## config.mk

```make
export PLATFORM = sky130hd
export DESIGN_NAME = updown_counter_nbit
export DESIGN_NICKNAME = d
export VERILOG_FILES = /design/src/rtl/updown_counter_nbit.sv
export SDC_FILE = /design/constraint.sdc
export NUM_CORES = 1
export LEC_CHECK = 0
export CAP_MARGIN = 20
export CELL_PAD_IN_SITES_DETAIL_PLACEMENT = 0
export CELL_PAD_IN_SITES_GLOBAL_PLACEMENT = 1
export CORE_ASPECT_RATIO = 0.9
export CORE_MARGIN = 2
export CORE_UTILIZATION = 39
export CTS_CLUSTER_SIZE = 20
export DETAILED_ROUTE_END_ITERATION = 8
export PLACE_DENSITY_LB_ADDON = 0.2
export RECOVER_POWER = 50
export SLEW_MARGIN = 40
export SYNTH_ARGS = -nofsm -noshare
export SYNTH_HDL_FRONTEND = slang
export SYNTH_SLANG_ARGS = --single-unit
```

## constraint.sdc

```tcl
create_clock -name clock -period 6 [get_ports clock]
set_input_delay 0.9 -clock clock [delete_from_list [all_inputs] [get_ports clock]]
set_output_delay 0.9 -clock clock [all_outputs]
set_load 0.1 [all_outputs]
```

## src/rtl/updown_counter_nbit.sv

```systemverilog
// Parameterised up/down counter with prescaler, bounded range, wrap or clamp at the limits.
// Count updates one cycle after a step/load/clear; no backpressure, enable is the only qualifier.
module updown_counter_nbit #(
  parameter int WIDTH     = 10,
  parameter int STEP      = 1,
  parameter int MIN_VALUE = 0,
  parameter int MAX_VALUE = (2**WIDTH)-1,
  parameter int SATURATE  = 0,
  parameter int PRESCALE  = 1
) (
  input  logic             clock,
  input  logic             reset,
  input  logic             clear,
  input  logic             load,
  input  logic [WIDTH-1:0] loadValue,
  input  logic             enable,
  input  logic             up,
  output logic [WIDTH-1:0] countValue,
  output logic             atMax,
  output logic             atMin,
  output logic             limitPulse
);

  localparam int PW = (PRESCALE > 1) ? $clog2(PRESCALE) : 1;

  localparam logic [WIDTH:0]   MIN_X    = (WIDTH+1)'(MIN_VALUE);
  localparam logic [WIDTH:0]   MAX_X    = (WIDTH+1)'(MAX_VALUE);
  localparam logic [WIDTH:0]   STEP_X   = (WIDTH+1)'(STEP);
  localparam logic [WIDTH-1:0] MIN_N    = WIDTH'(MIN_VALUE);
  localparam logic [WIDTH-1:0] MAX_N    = WIDTH'(MAX_VALUE);
  localparam logic [WIDTH-1:0] STEP_N   = WIDTH'(STEP);
  localparam logic [PW-1:0]    PRE_LAST = PW'(PRESCALE-1);

  logic [PW-1:0]    pre_cnt;
  logic             step;
  logic             up_ok;
  logic             dn_ok;
  logic             step_limit;
  logic [WIDTH-1:0] step_val;
  logic [WIDTH-1:0] load_val;

  // Range checks use one extra bit so count+STEP cannot overflow before the compare.
  assign up_ok = (({1'b0, countValue} + STEP_X) <= MAX_X);
  assign dn_ok = ({1'b0, countValue} >= (MIN_X + STEP_X));
  assign step  = enable && (pre_cnt == PRE_LAST);

  assign atMax = ({1'b0, countValue} == MAX_X);
  assign atMin = ({1'b0, countValue} == MIN_X);

  always_comb begin
    step_val   = countValue;
    step_limit = 1'b0;
    if (up) begin
      if (up_ok) begin
        step_val = countValue + STEP_N;
      end else begin
        step_limit = 1'b1;
        step_val   = (SATURATE != 0) ? MAX_N : MIN_N;
      end
    end else begin
      if (dn_ok) begin
        step_val = countValue - STEP_N;
      end else begin
        step_limit = 1'b1;
        step_val   = (SATURATE != 0) ? MIN_N : MAX_N;
      end
    end
  end

  always_comb begin
    load_val = loadValue;
    if ({1'b0, loadValue} > MAX_X) begin
      load_val = MAX_N;
    end else if ({1'b0, loadValue} < MIN_X) begin
      load_val = MIN_N;
    end
  end

  always_ff @(posedge clock or posedge reset) begin
    if (reset) begin
      countValue <= MIN_N;
      pre_cnt    <= '0;
      limitPulse <= 1'b0;
    end else begin
      limitPulse <= 1'b0;
      if (clear) begin
        countValue <= MIN_N;
        pre_cnt    <= '0;
      end else if (load) begin
        countValue <= load_val;
        pre_cnt    <= '0;
      end else if (enable) begin
        if (step) begin
          countValue <= step_val;
          pre_cnt    <= '0;
          limitPulse <= step_limit;
        end else begin
          pre_cnt <= pre_cnt + PW'(1);
        end
      end
    end
  end

endmodule

```

== Word level (Yosys, flattened, before mapping) ==
Cells that the tools add are included.

* Register bits: 12
* Output and inout port bits: 13

* Reduce and logical (&&, ||, !) cells: 5
* Add/sub/neg operators: 4
* Bitwise gates (word level): 1
* Mux-type cells: 18
* Equality and inequality tests: 1
* Order comparisons: 2

{| class="wikitable"
|+ Operators with widths
! cell !! count
|-
| 2-to-1 mux 10 bit || 7
|-
| adder 10 x 1 -> 11 bit (second input constant) || 1
|-
| <= comparator 11 x 10 -> 1 bit (second input constant) || 1
|-
| 2-to-1 mux 1 bit || 11
|-
| adder 10 x 1 -> 10 bit (second input constant) || 1
|-
| == test 10 bit (second input constant) || 1
|-
| greater-or-equal comparator 10 x 1 -> 1 bit (second input constant) || 1
|-
| logical NOT 10 bit || 1
|-
| subtractor 10 x 1 -> 10 bit (second input constant) || 1
|-
| nonzero test 3 bit || 2
|-
| AND reduction 2 bit || 1
|-
| adder 1 bit (second input constant) || 1
|-
| logical AND 1 bit || 1
|-
| NOT 1 bit || 1
|}

== Logic depth before layout (Yosys ltp) ==
Gate-level depths: netlist (run 1).

* Depth in word-level cells: 8
* Gate-level depth with buffers: 8
* Depth with buffers taken out: 7

== Worst setup path before layout (run 1) ==
Ideal clock, no wire load.

* Path kind: flip-flop to output port
* Start point: register countValue[4]
* End point: output port atMin
* Required time: 5.100 ns
* Slack: 1.024 ns
* Buffers on the path: 1
* Stages on the path, launching flop included: 5
* Arrival: 4.076 ns
* Cells stage by stage: dfrtp_1 -> buf_6 -> or4_4 -> or2_2 -> nor3b_1

* Word-level cells in the longest chain between the ends: 1

{| class="wikitable"
|+ RTL lines
! what !! line !! text
|-
| from (decl) || 18 || <nowiki>output logic [WIDTH-1:0] countValue,</nowiki>
|-
| from (signal assigned) || 90 || <nowiki>countValue <= load_val;</nowiki>
|-
| from (signal assigned) || 94 || <nowiki>countValue <= step_val;</nowiki>
|-
| logical NOT 10 bit || 48 || <nowiki>assign atMin = ({1'b0, countValue} == MIN_X);</nowiki>
|-
| to (decl) || 20 || <nowiki>output logic atMin,</nowiki>
|}

Every way passes these cells.

== Worst setup path after layout (run 1) ==
* Start point: input port up
* End point: register countValue[7]

* Word-level cells in the longest chain between the ends: 5

{| class="wikitable"
|+ RTL lines
! what !! line !! text
|-
| from (decl) || 17 || <nowiki>input logic up,</nowiki>
|-
| 2-to-1 mux 10 bit || 53 || <nowiki>if (up) begin</nowiki>
|-
| 2-to-1 mux 10 bit || 93 || <nowiki>if (step) begin</nowiki>
|-
| 2-to-1 mux 10 bit || 92 || <nowiki>end else if (enable) begin</nowiki>
|-
| 2-to-1 mux 10 bit || 89 || <nowiki>end else if (load) begin</nowiki>
|-
| 2-to-1 mux 10 bit || 86 || <nowiki>if (clear) begin</nowiki>
|}

Every way passes these cells. The select of a mux whose other input is x is not followed.
A chain may end at the register's enable or synchronous reset.

==> results.py, run 1 <==
metrics = {
    "detailed_routing": {
        "drc_errors": 0,
        "wire_per_inst_um": 15.16,
        "drt_iter0_markers": 52,
        "dr.pass1.iters": 4,
        "wirelength_um": 3169,
        "antenna_left": 0,
        "via_per_inst": 5.574,
        "vias": 1165,
    },
    "yosys": {
        "ys_seq_elements": 12,
        "synth-async-reset-ratio_pct": 100.0,
        "ys_warn_count": 0,
        "synth_top_family_by_area": "compound AO/OA/AOI/OAI gates",
        "synth_cell_types": 46,
        "netlist_area_um2": 1211,
        "synthXorXnorAreaFrac_pct": 4.339,
        "ys.flop_type": "dfrtp_1",
        "synthCells": 143,
        "avgSynthCellArea_um2": 8.470,
        "synth-edff-count": 0,
        "synthSimpleGateAreaFrac_pct": 26.14,
        "syn_nets": 164,
        "ys_seq_area_share_pct": 24.79,
        "synth_compound_area_share_pct": 28.51,
        "synth_adder_area_share_pct": 5.165,
        "yosys.area.top_type": "dfrtp_1",
        "muxShareOfSynthArea_pct": 0.8264,
        "synth_top_area_share_pct": 24.79,
        "yosys-top-cells-area": "dfrtp_1 (25%), buf_6 (7.4%), ha_1 (5.2%)",
    },
    "sta": {
        "fmax_mhz": 303.6,
        "rsz0062_at_grt": "no",
        "tightest_slew_ns": 1.174,
        "slew_headroom_pct": 22.06,
        "fin_skew_ns": 0.0005201,
        "period_share_pct": 54.90,
        "final.setup.tns_ns": 0,
        "finalMaxSlewViolations": 0,
        "timing_hold_violations_final": 0,
        "setup_violations": 0,
        "min_period_ns": 3.294,
    },
    "pwr": {
        "pwr-share-seq_pct": 33.4,
        "swShare_pct": 45.15,
        "power_frac_clock_pct": 22.8,
        "p_sw_uw": 137.1,
        "p_comb_share_pct": 43.8,
        "p_per_area_nw_per_um2": 213.4,
        "internal-power_uw": 166.5,
        "leakagePower_uw": 0.0005685,
        "peakVddDrop_uv": 88.62,
    },
    "floorplanning": {
        "num_io_pins": 29,
        "start_util_pct": 40.12,
        "die_width_um": 62.74,
        "die_y_um": 56.87,
        "core-area_um2": 3019,
        "die-area_um2": 3568,
        "rows": 19,
    },
    "min_path": {
        "min-delay-start": "pre_cnt$_DFFE_PP0P_",
        "min_to": "pre_cnt$_DFFE_PP0P_",
        "hold_depth": 1,
        "hp-class": "register to register",
    },
    "clock_network": {
        "cts_made_buffers": 3,
        "cts-root-buf": "clkbuf_4",
        "clkTransAtPathRegs_ns": 0.09,
        "cts_setup_buffers": 0,
        "cts-resized-gates": 0,
        "clock-sinks": 12,
        "cts_buffer_depth": 2,
        "clk-insertion-delay-late_ns": 0.28,
        "cts_tree": "done",
        "cts_hold_buf": 0,
        "h-tree-depth": 1,
    },
    "setup_path": {
        "r2r_end": "countValue[7]$_DFFE_PP0P_",
        "cp_slowest_cell": "clkdlybuf4s50_1",
        "worstPathRequired_ns": 6.13,
        "r2r_slack_ns": 3.48,
        "reg2reg_from": "countValue[0]$_DFFE_PP0P_",
        "worstSetupPathType": "primary input to register",
        "r2r_cells": 6,
        "cp_common_cell": "o21ai_0",
        "crit_buf_inv": 2,
        "startpoint_type": "primary input",
        "slowest_delay_ns": 0.88,
        "worstSetupEndpointType": "register",
        "crit_chain": "clkdlybuf4s50_1, inv_1, or3_1, o21ai_0, o21ai_0",
        "critPathTopFamily": "buffers and inverters",
        "cp.arrival_ns": 3.42,
        "worstPathMaxFanout": 17,
    },
    "finish": {
        "design_area_um2": 1423,
        "fillers": 311,
        "final_layout_size_suffix_gt1_share_pct": 16.77,
        "diodes": 0,
        "syn_to_final_growth_pct": 17.46,
        "final_nets": 189,
        "final_cell_mix": "nor2_1 (13), clkdlybuf4s50_1 (13), dfrtp_1 (12)",
    },
    "global_route": {
        "antenna_found_initial": 0,
        "grt.met1_usage_pct": 24.44,
        "grt_util_met2_pct": 33.33,
        "overflow": 0,
        "grt_max_degree": 18,
        "grt_util_met3_pct": 3.206,
        "grt_use_total_pct": 19.07,
        "grt.busiest_layer": "met2",
        "grt_pass1_vias": 1149,
        "grt_pass1_wl_um": 5347,
    },
    "placed_design": {
        "hpwl_um": 2368,
        "io_buffers": 28,
        "placed_cell_area_um2": 1393,
        "place.gp.congestion": 0.8375,
    },
    "run_status": {
        "status": "finished, final reports clean",
    },
    "job": {
        "maxCapViolations": 0,
    },
}
-- power by group through the flow --
stage               Clock [uW]  Combinational [uW]  Sequential, uW
finish                    69.2                 133             101
global route              74.0                 143             104
CTS                       68.9                 134             101
detailed placement           0                 134             103
global placement             0                 139             103
floorplan                    0                75.9             136
-- worst max-delay path by stage --
stage / cells after the start / to / slack [ns] / startpoint
floorplan: 4 / atMin / 1.02 / countValue[4]$_DFFE_PP0P_
global placement: 4 / atMin / 2.37 / countValue[3]$_DFFE_PP0P_
detailed placement: 5 / countValue[7]$_DFFE_PP0P_ / 2.45 / up
CTS: 5 / countValue[7]$_DFFE_PP0P_ / 2.74 / up
global route: 5 / countValue[7]$_DFFE_PP0P_ / 2.61 / up
finish: 5 / countValue[7]$_DFFE_PP0P_ / 2.71 / up
-- worst register-to-register path: stages (launching register included) --
cell     delay (ns)
dfrtp_1        0.60
ha_1           0.34
xor2_1         0.18
nand4_1        0.17
o41a_2         0.54
o21ai_0        0.30
o21ai_0        0.23
-- cell families after synthesis --
group	after synthesis
AND/OR/NAND/NOR	55
AO/OA/AOI/OAI	47
buffers and inverters	17
flip-flops	12
XOR/XNOR	6
adder cells (fa/ha/maj)	5
multiplexers	1
-- layer usage --
layer	vias up	part of all wire (%)
met4	0	1.0
met5	-	0
met3	5	3.4
met2	25	48
li1	578	-
met1	557	47
-- state kept, by name, indices dropped and copies added (netlist names) --
register	cells
countValue	10
pre_cnt	1
limitPulse	1
-- cells in the mapped netlist (2+ instances only) --
cell and n:
buf_6 8, ha_1 5, xor2_1 3, nand2_1 10, nand3_1 3, a21o_1 2
or2_2 2, nor3_1 6, nand4_1 3, a22o_1 4, nor4_1 2, a21oi_1 7
nor2_1 13, o21ai_0 11, xnor2_1 3, nor2b_1 3, a211oi_1 2, dfrtp_1 12
a22oi_1 8, or3b_2 2, o211ai_1 2, inv_1 8
-- per-stage QoR --
stage / setup slack [ns] / hold WS [ns] / instances / util [%] / power, uW
2_1_floorplan: 1.024 / 0.5424 / 143 / - / 211.9
3_3_place_gp: 2.368 / 0.5645 / 205 / 48.28 / 241.9
3_5_place_dp: 2.454 / 0.5770 / 205 / 46.13 / 236.9
4_1_cts: 2.737 / 0.5891 / 209 / 47.33 / 304.6
5_1_grt: 2.608 / 0.6078 / 209 / 47.12 / 320.4
6_report: 2.706 / 0.5880 / 209 / 47.12 / 303.6
-- final cells by class --
cell class | count | area [um^2] | area share, %
Multi-Input combinational cell | 114 | 787.0 | 55.32
Inverter | 8 | 30.03 | 2.111
Tap cell | 42 | 52.55 | 3.694
Clock buffer | 4 | 36.28 | 2.551
Sequential cell | 12 | 300.3 | 21.11
Timing Repair Buffer | 29 | 216.5 | 15.22
(Power assumes the default switching activity.)
==> run 2: changes to the inputs <==
--- a/config.mk
+++ b/config.mk
@@ -10,7 +10,7 @@
 export CELL_PAD_IN_SITES_GLOBAL_PLACEMENT = 1
 export CORE_ASPECT_RATIO = 0.9
 export CORE_MARGIN = 2
-export CORE_UTILIZATION = 39
+export CORE_UTILIZATION = 36
 export CTS_CLUSTER_SIZE = 20
 export DETAILED_ROUTE_END_ITERATION = 8
 export PLACE_DENSITY_LB_ADDON = 0.2
==> constraint.sdc (replaced) <==
create_clock -name clock -period 3.27 [get_ports clock]
set_input_delay 0.4905 -clock clock [delete_from_list [all_inputs] [get_ports clock]]
set_output_delay 0.4905 -clock clock [all_outputs]
set_load 0.1 [all_outputs]
==> results.py, run 2 (same netlist as run 1, synthesis figures left out) <==
metrics = {
    "pwr": {
        "p_total_uw": 580.0,
        "p_sw_uw": 252.9,
        "leakagePower_uw": 0.0005951,
        "internal-power_uw": 327.1,
        "p_comb_share_pct": 43.7,
        "p_per_area_nw_per_um2": 392.5,
        "power_frac_clock_pct": 23.7,
        "pwr-share-seq_pct": 32.6,
        "swShare_pct": 43.60,
        "peakVddDrop_uv": 216.6,
    },
    "clock_network": {
        "cts-resized-gates": 0,
        "cts-root-buf": "clkbuf_8",
        "cts_setup_buffers": 0,
        "cts_made_buffers": 3,
        "h-tree-depth": 1,
        "clkTransAtPathRegs_ns": 0.06,
        "clock-sinks": 12,
        "cts_buffer_depth": 2,
        "clk-insertion-delay-late_ns": 0.24,
        "cts_tree": "done",
        "cts_hold_buf": 0,
    },
    "min_path": {
        "hp-class": "register to register",
        "hold_depth": 1,
        "min-delay-start": "pre_cnt$_DFFE_PP0P_",
        "min_to": "pre_cnt$_DFFE_PP0P_",
    },
    "floorplanning": {
        "num_io_pins": 29,
        "die-area_um2": 3845,
        "die_width_um": 65.14,
        "die_y_um": 59.03,
        "rows": 19,
        "start_util_pct": 38.60,
        "core-area_um2": 3138,
    },
    "setup_path": {
        "critPathTopFamily": "simple AND/OR/NAND/NOR gates",
        "worstPathMaxFanout": 14,
        "worstSetupEndpointType": "primary output",
        "cp_slowest_cell": "or4_4",
        "crit_chain": "or4_4, or2_2, nor3b_4, buf_4",
        "worstSetupPathType": "register to primary output",
        "r2r_end": "countValue[6]$_DFFE_PP0P_",
        "r2r_cells": 5,
        "slowest_delay_ns": 0.56,
        "crit_buf_inv": 1,
        "r2r_slack_ns": 0.80,
        "worstPathRequired_ns": 2.78,
        "reg2reg_from": "countValue[3]$_DFFE_PP0P_",
        "startpoint_type": "register",
        "cp.arrival_ns": 2.18,
    },
    "detailed_routing": {
        "drc_errors": 0,
        "wirelength_um": 3276,
        "dr.pass1.iters": 4,
        "via_per_inst": 5.756,
        "antenna_left": 0,
        "drt_iter0_markers": 80,
        "vias": 1203,
        "wire_per_inst_um": 15.67,
    },
    "sta": {
        "setup_violations": 0,
        "fin_ws_ns": 0.5983,
        "fmax_mhz": 374.3,
        "period_share_pct": 81.70,
        "rsz0062_at_grt": "no",
        "final.setup.tns_ns": 0,
        "fin_skew_ns": 0.004029,
        "timing_hold_violations_final": 0,
        "slew_headroom_pct": 21.90,
        "tightest_slew_ns": 1.177,
        "finalMaxSlewViolations": 0,
        "min_period_ns": 2.672,
    },
    "finish": {
        "largest_reg_flops": 10,
        "largest-register": "countValue",
        "syn_to_final_growth_pct": 22.00,
        "design_area_um2": 1478,
        "final_nets": 190,
        "final_layout_size_suffix_gt1_share_pct": 17.96,
        "largestRegisters": "countValue: 10 flops, limitPulse: 1 flops, pre_cnt: 1 flops",
        "final_cell_mix": "nor2_1 (13), clkdlybuf4s50_1 (13), dfrtp_1 (12)",
        "diodes": 0,
    },
    "global_route": {
        "antenna_found_initial": 0,
        "overflow": 0,
        "grt_max_degree": 17,
        "grt_pass1_vias": 1109,
        "grt_pass1_wl_um": 5492,
        "grt_use_total_pct": 18.74,
    },
    "placed_design": {
        "placed_cell_area_um2": 1453,
        "place.gp.congestion": 0.8187,
        "io_buffers": 28,
        "hpwl_um": 2461,
        "dp_slack_ns": 0.6709,
    },
    "run_status": {
        "status": "finished, final reports clean",
    },
    "job": {
        "maxCapViolations": 0,
    },
}
run 2: cell types whose count changed in the layout (fill, tap and decap cells not counted), sizes merged:
| cell | before | now |
|---|---|---|
| clkbuf | 9 | 8 |
| buf | 9 | 10 |
run 2: how the worst max path moves through the flow:
stage                     slack [ns]                       from                   endpoint  depth (start not counted)
after floorplan                 0.05  countValue[4]$_DFFE_PP0P_                      atMin                          4
after global placement          0.73                       load  countValue[9]$_DFFE_PP0P_                          6
after detailed placement        0.67                       load  countValue[9]$_DFFE_PP0P_                          6
after CTS                       0.60  countValue[3]$_DFFE_PP0P_                      atMin                          4
after global routing            0.51  countValue[3]$_DFFE_PP0P_                      atMin                          4
final                           0.60  countValue[3]$_DFFE_PP0P_                      atMin                          4
run 2: final cells by class:
class	count	area, um^2
clock buffer	3	41.29
fill	339	1660
inverter	8	30.03
multi-input combinational	114	809.5
sequential	12	300.3
tap	42	52.55
timing repair buffer	30	244.0
run 2: power by group through the flow:
stage	Sequential, uW	Combinational [uW]	Clock [uW]
floorplan	250	143	0
global placement	191	258	0
detailed placement	191	258	0
CTS	188	259	141
global route	193	271	151
finish	189	253	137
run 2: routing by layer:
metal | GRT usage (%) | part of all wire (%)
met3 | 3.042 | 6.4
met1 | 26.16 | 45
met5 | 0 | 0
met4 | 4.464 | 0.79
met2 | 30.78 | 47
run 2: metrics by stage:
step | cells | hold slack, ns | utilization [%]
final | 209 | 0.5898 | 47.09
after global routing | 209 | 0.6109 | 47.09
after CTS | 209 | 0.5895 | 47.61
after detailed placement | 206 | 0.5898 | 46.29
after global placement | 206 | 0.5753 | 46.45
after floorplan | 143 | 0.3552 | -
==> run 3: changes to the inputs <==
==> constraint.sdc (replaced) <==
create_clock -name clock -period 2.6 [get_ports clock]
set_input_delay 0.39 -clock clock [delete_from_list [all_inputs] [get_ports clock]]
set_output_delay 0.39 -clock clock [all_outputs]
set_load 0.1 [all_outputs]
==> results.py, run 3 (same netlist as run 1, synthesis figures left out) <==
metrics = {
    "setup_path": {
        "cp_slowest_cell": "or4_4",
        "reg2reg_from": "countValue[1]$_DFFE_PP0P_",
        "r2r_slack_ns": 0.24,
        "cp.arrival_ns": 2.02,
        "worstSetupPathType": "register to primary output",
        "r2r_cells": 7,
        "worstPathRequired_ns": 2.21,
        "worstPathMaxFanout": 6,
        "slowest_delay_ns": 0.56,
        "startpoint_type": "register",
        "r2r_end": "countValue[3]$_DFFE_PP0P_",
        "crit_chain": "or4_4, or2_4, nor3b_4, buf_12",
        "worstSetupEndpointType": "primary output",
    },
    "floorplanning": {
        "rows": 19,
        "die-area_um2": 3845,
        "start_util_pct": 38.60,
        "num_io_pins": 29,
        "core-area_um2": 3138,
        "die_y_um": 59.03,
        "die_width_um": 65.14,
    },
    "placed_design": {
        "placed_cell_area_um2": 1550,
        "hpwl_um": 2560,
        "io_buffers": 28,
        "dp.cells": 212,
        "place.gp.congestion": 0.8154,
        "dp_slack_ns": 0.1826,
    },
    "sta": {
        "fmax_mhz": 414.3,
        "worst_hold_slack_ns": 0.5867,
        "slew_headroom_pct": 22.80,
        "final.setup.tns_ns": 0,
        "fin_skew_ns": 0.003361,
        "tightest_slew_ns": 1.163,
        "period_share_pct": 92.83,
        "setup_violations": 0,
        "fin_ws_ns": 0.1865,
        "finalMaxSlewViolations": 0,
        "min_period_ns": 2.414,
        "rsz0062_at_grt": "no",
        "timing_hold_violations_final": 0,
    },
    "clock_network": {
        "cts_buffer_depth": 2,
        "clkTransAtPathRegs_ns": 0.06,
        "cts-root-buf": "clkbuf_8",
        "cts_made_buffers": 3,
        "cts_tree": "done",
        "cts_hold_buf": 0,
        "clk-insertion-delay-late_ns": 0.25,
        "clock-sinks": 12,
        "cts-resized-gates": 0,
        "cts_setup_buffers": 0,
        "h-tree-depth": 1,
    },
    "finish": {
        "largest-register": "countValue",
        "largestRegisters": "countValue: 10 flops, limitPulse: 1 flops, pre_cnt: 1 flops",
        "final_cell_mix": "clkdlybuf4s50_1 (14), nor2_1 (13), buf_4 (13)",
        "fillers": 331,
        "largest_reg_flops": 10,
        "syn_to_final_growth_pct": 30.68,
        "final_nets": 196,
        "design_area_um2": 1583,
        "diodes": 0,
        "fin_cells": 216,
        "final_common_cell": "clkdlybuf4s50_1",
        "final_layout_size_suffix_gt1_share_pct": 26.44,
    },
    "global_route": {
        "grt_pass1_vias": 1149,
        "overflow": 0,
        "grt_use_total_pct": 19.32,
        "grt_max_degree": 17,
        "antenna_found_initial": 0,
        "grt_pass1_wl_um": 5761,
    },
    "pwr": {
        "leakagePower_uw": 0.0006196,
        "p_per_area_nw_per_um2": 498.9,
        "peakVddDrop_uv": 280.7,
    },
    "run_status": {
        "status": "finished, final reports clean",
    },
    "detailed_routing": {
        "wire_per_inst_um": 15.84,
        "via_per_inst": 5.806,
        "antenna_left": 0,
        "dr.pass1.iters": 4,
        "drt_iter0_markers": 90,
        "wirelength_um": 3422,
        "vias": 1254,
        "drc_errors": 0,
    },
    "min_path": {
        "min_to": "pre_cnt$_DFFE_PP0P_",
        "hp-class": "register to register",
        "min-delay-start": "pre_cnt$_DFFE_PP0P_",
        "hold_depth": 1,
    },
    "job": {
        "maxCapViolations": 0,
    },
}
-- run 3: routing by layer --
metal | vias to the layer above | routed length, um | global-route usage, %
li1 | 590 | - | -
met1 | 621 | 1554 | 26.40
met2 | 39 | 1640 | 32.70
met3 | 4 | 201 | 3.422
met4 | 0 | 25 | 3.571
met5 | - | 0 | 0
-- run 3: critical path, delay by kind of cell (launching register included) --
family                 cells  cell delay, ns
DFF                        1            0.51
and+or+nand+nor            3            1.06
buffers and inverters      1            0.20
-- run 3: cell type report --
cell class	count	area, um^2	area share (%)
timing repair buffer	36	310.3	19.60
tap	42	52.55	3.320
multi-input combinational	114	812.0	51.30
clock buffer	4	55.05	3.478
inverter	8	30.03	1.897
sequential	12	322.8	20.40
-- run 3: worst max-delay path by stage --
stage | startpoint | endpoint | slack [ns] | cells after the start
3_5_place_dp | clear | countValue[9]$_DFFE_PP0P_ | 0.18 | 6
5_1_grt | countValue[1]$_DFFE_PP0P_ | countValue[3]$_DFFE_PP0P_ | 0.08 | 7
4_1_cts | countValue[8]$_DFFE_PP0P_ | atMin | 0.18 | 4
2_1_floorplan | countValue[4]$_DFFE_PP0P_ | atMin | -0.13 | 4
6_report | countValue[8]$_DFFE_PP0P_ | atMin | 0.19 | 4
3_3_place_gp | clear | countValue[9]$_DFFE_PP0P_ | 0.23 | 6
-- run 3: where the power goes --
part	switching [uW]	total, uW	internal (uW)
logic	217	339	122
registers	34.0	239	205
clock network	78.2	212	134
-- run 3: per-stage QoR --
step,utilization (%),total power [uW]
2_1_floorplan,-,501.6
3_3_place_gp,49.40,582.6
3_5_place_dp,49.40,585.4
4_1_cts,51.16,800.5
5_1_grt,50.44,830.0
6_report,50.44,789.6
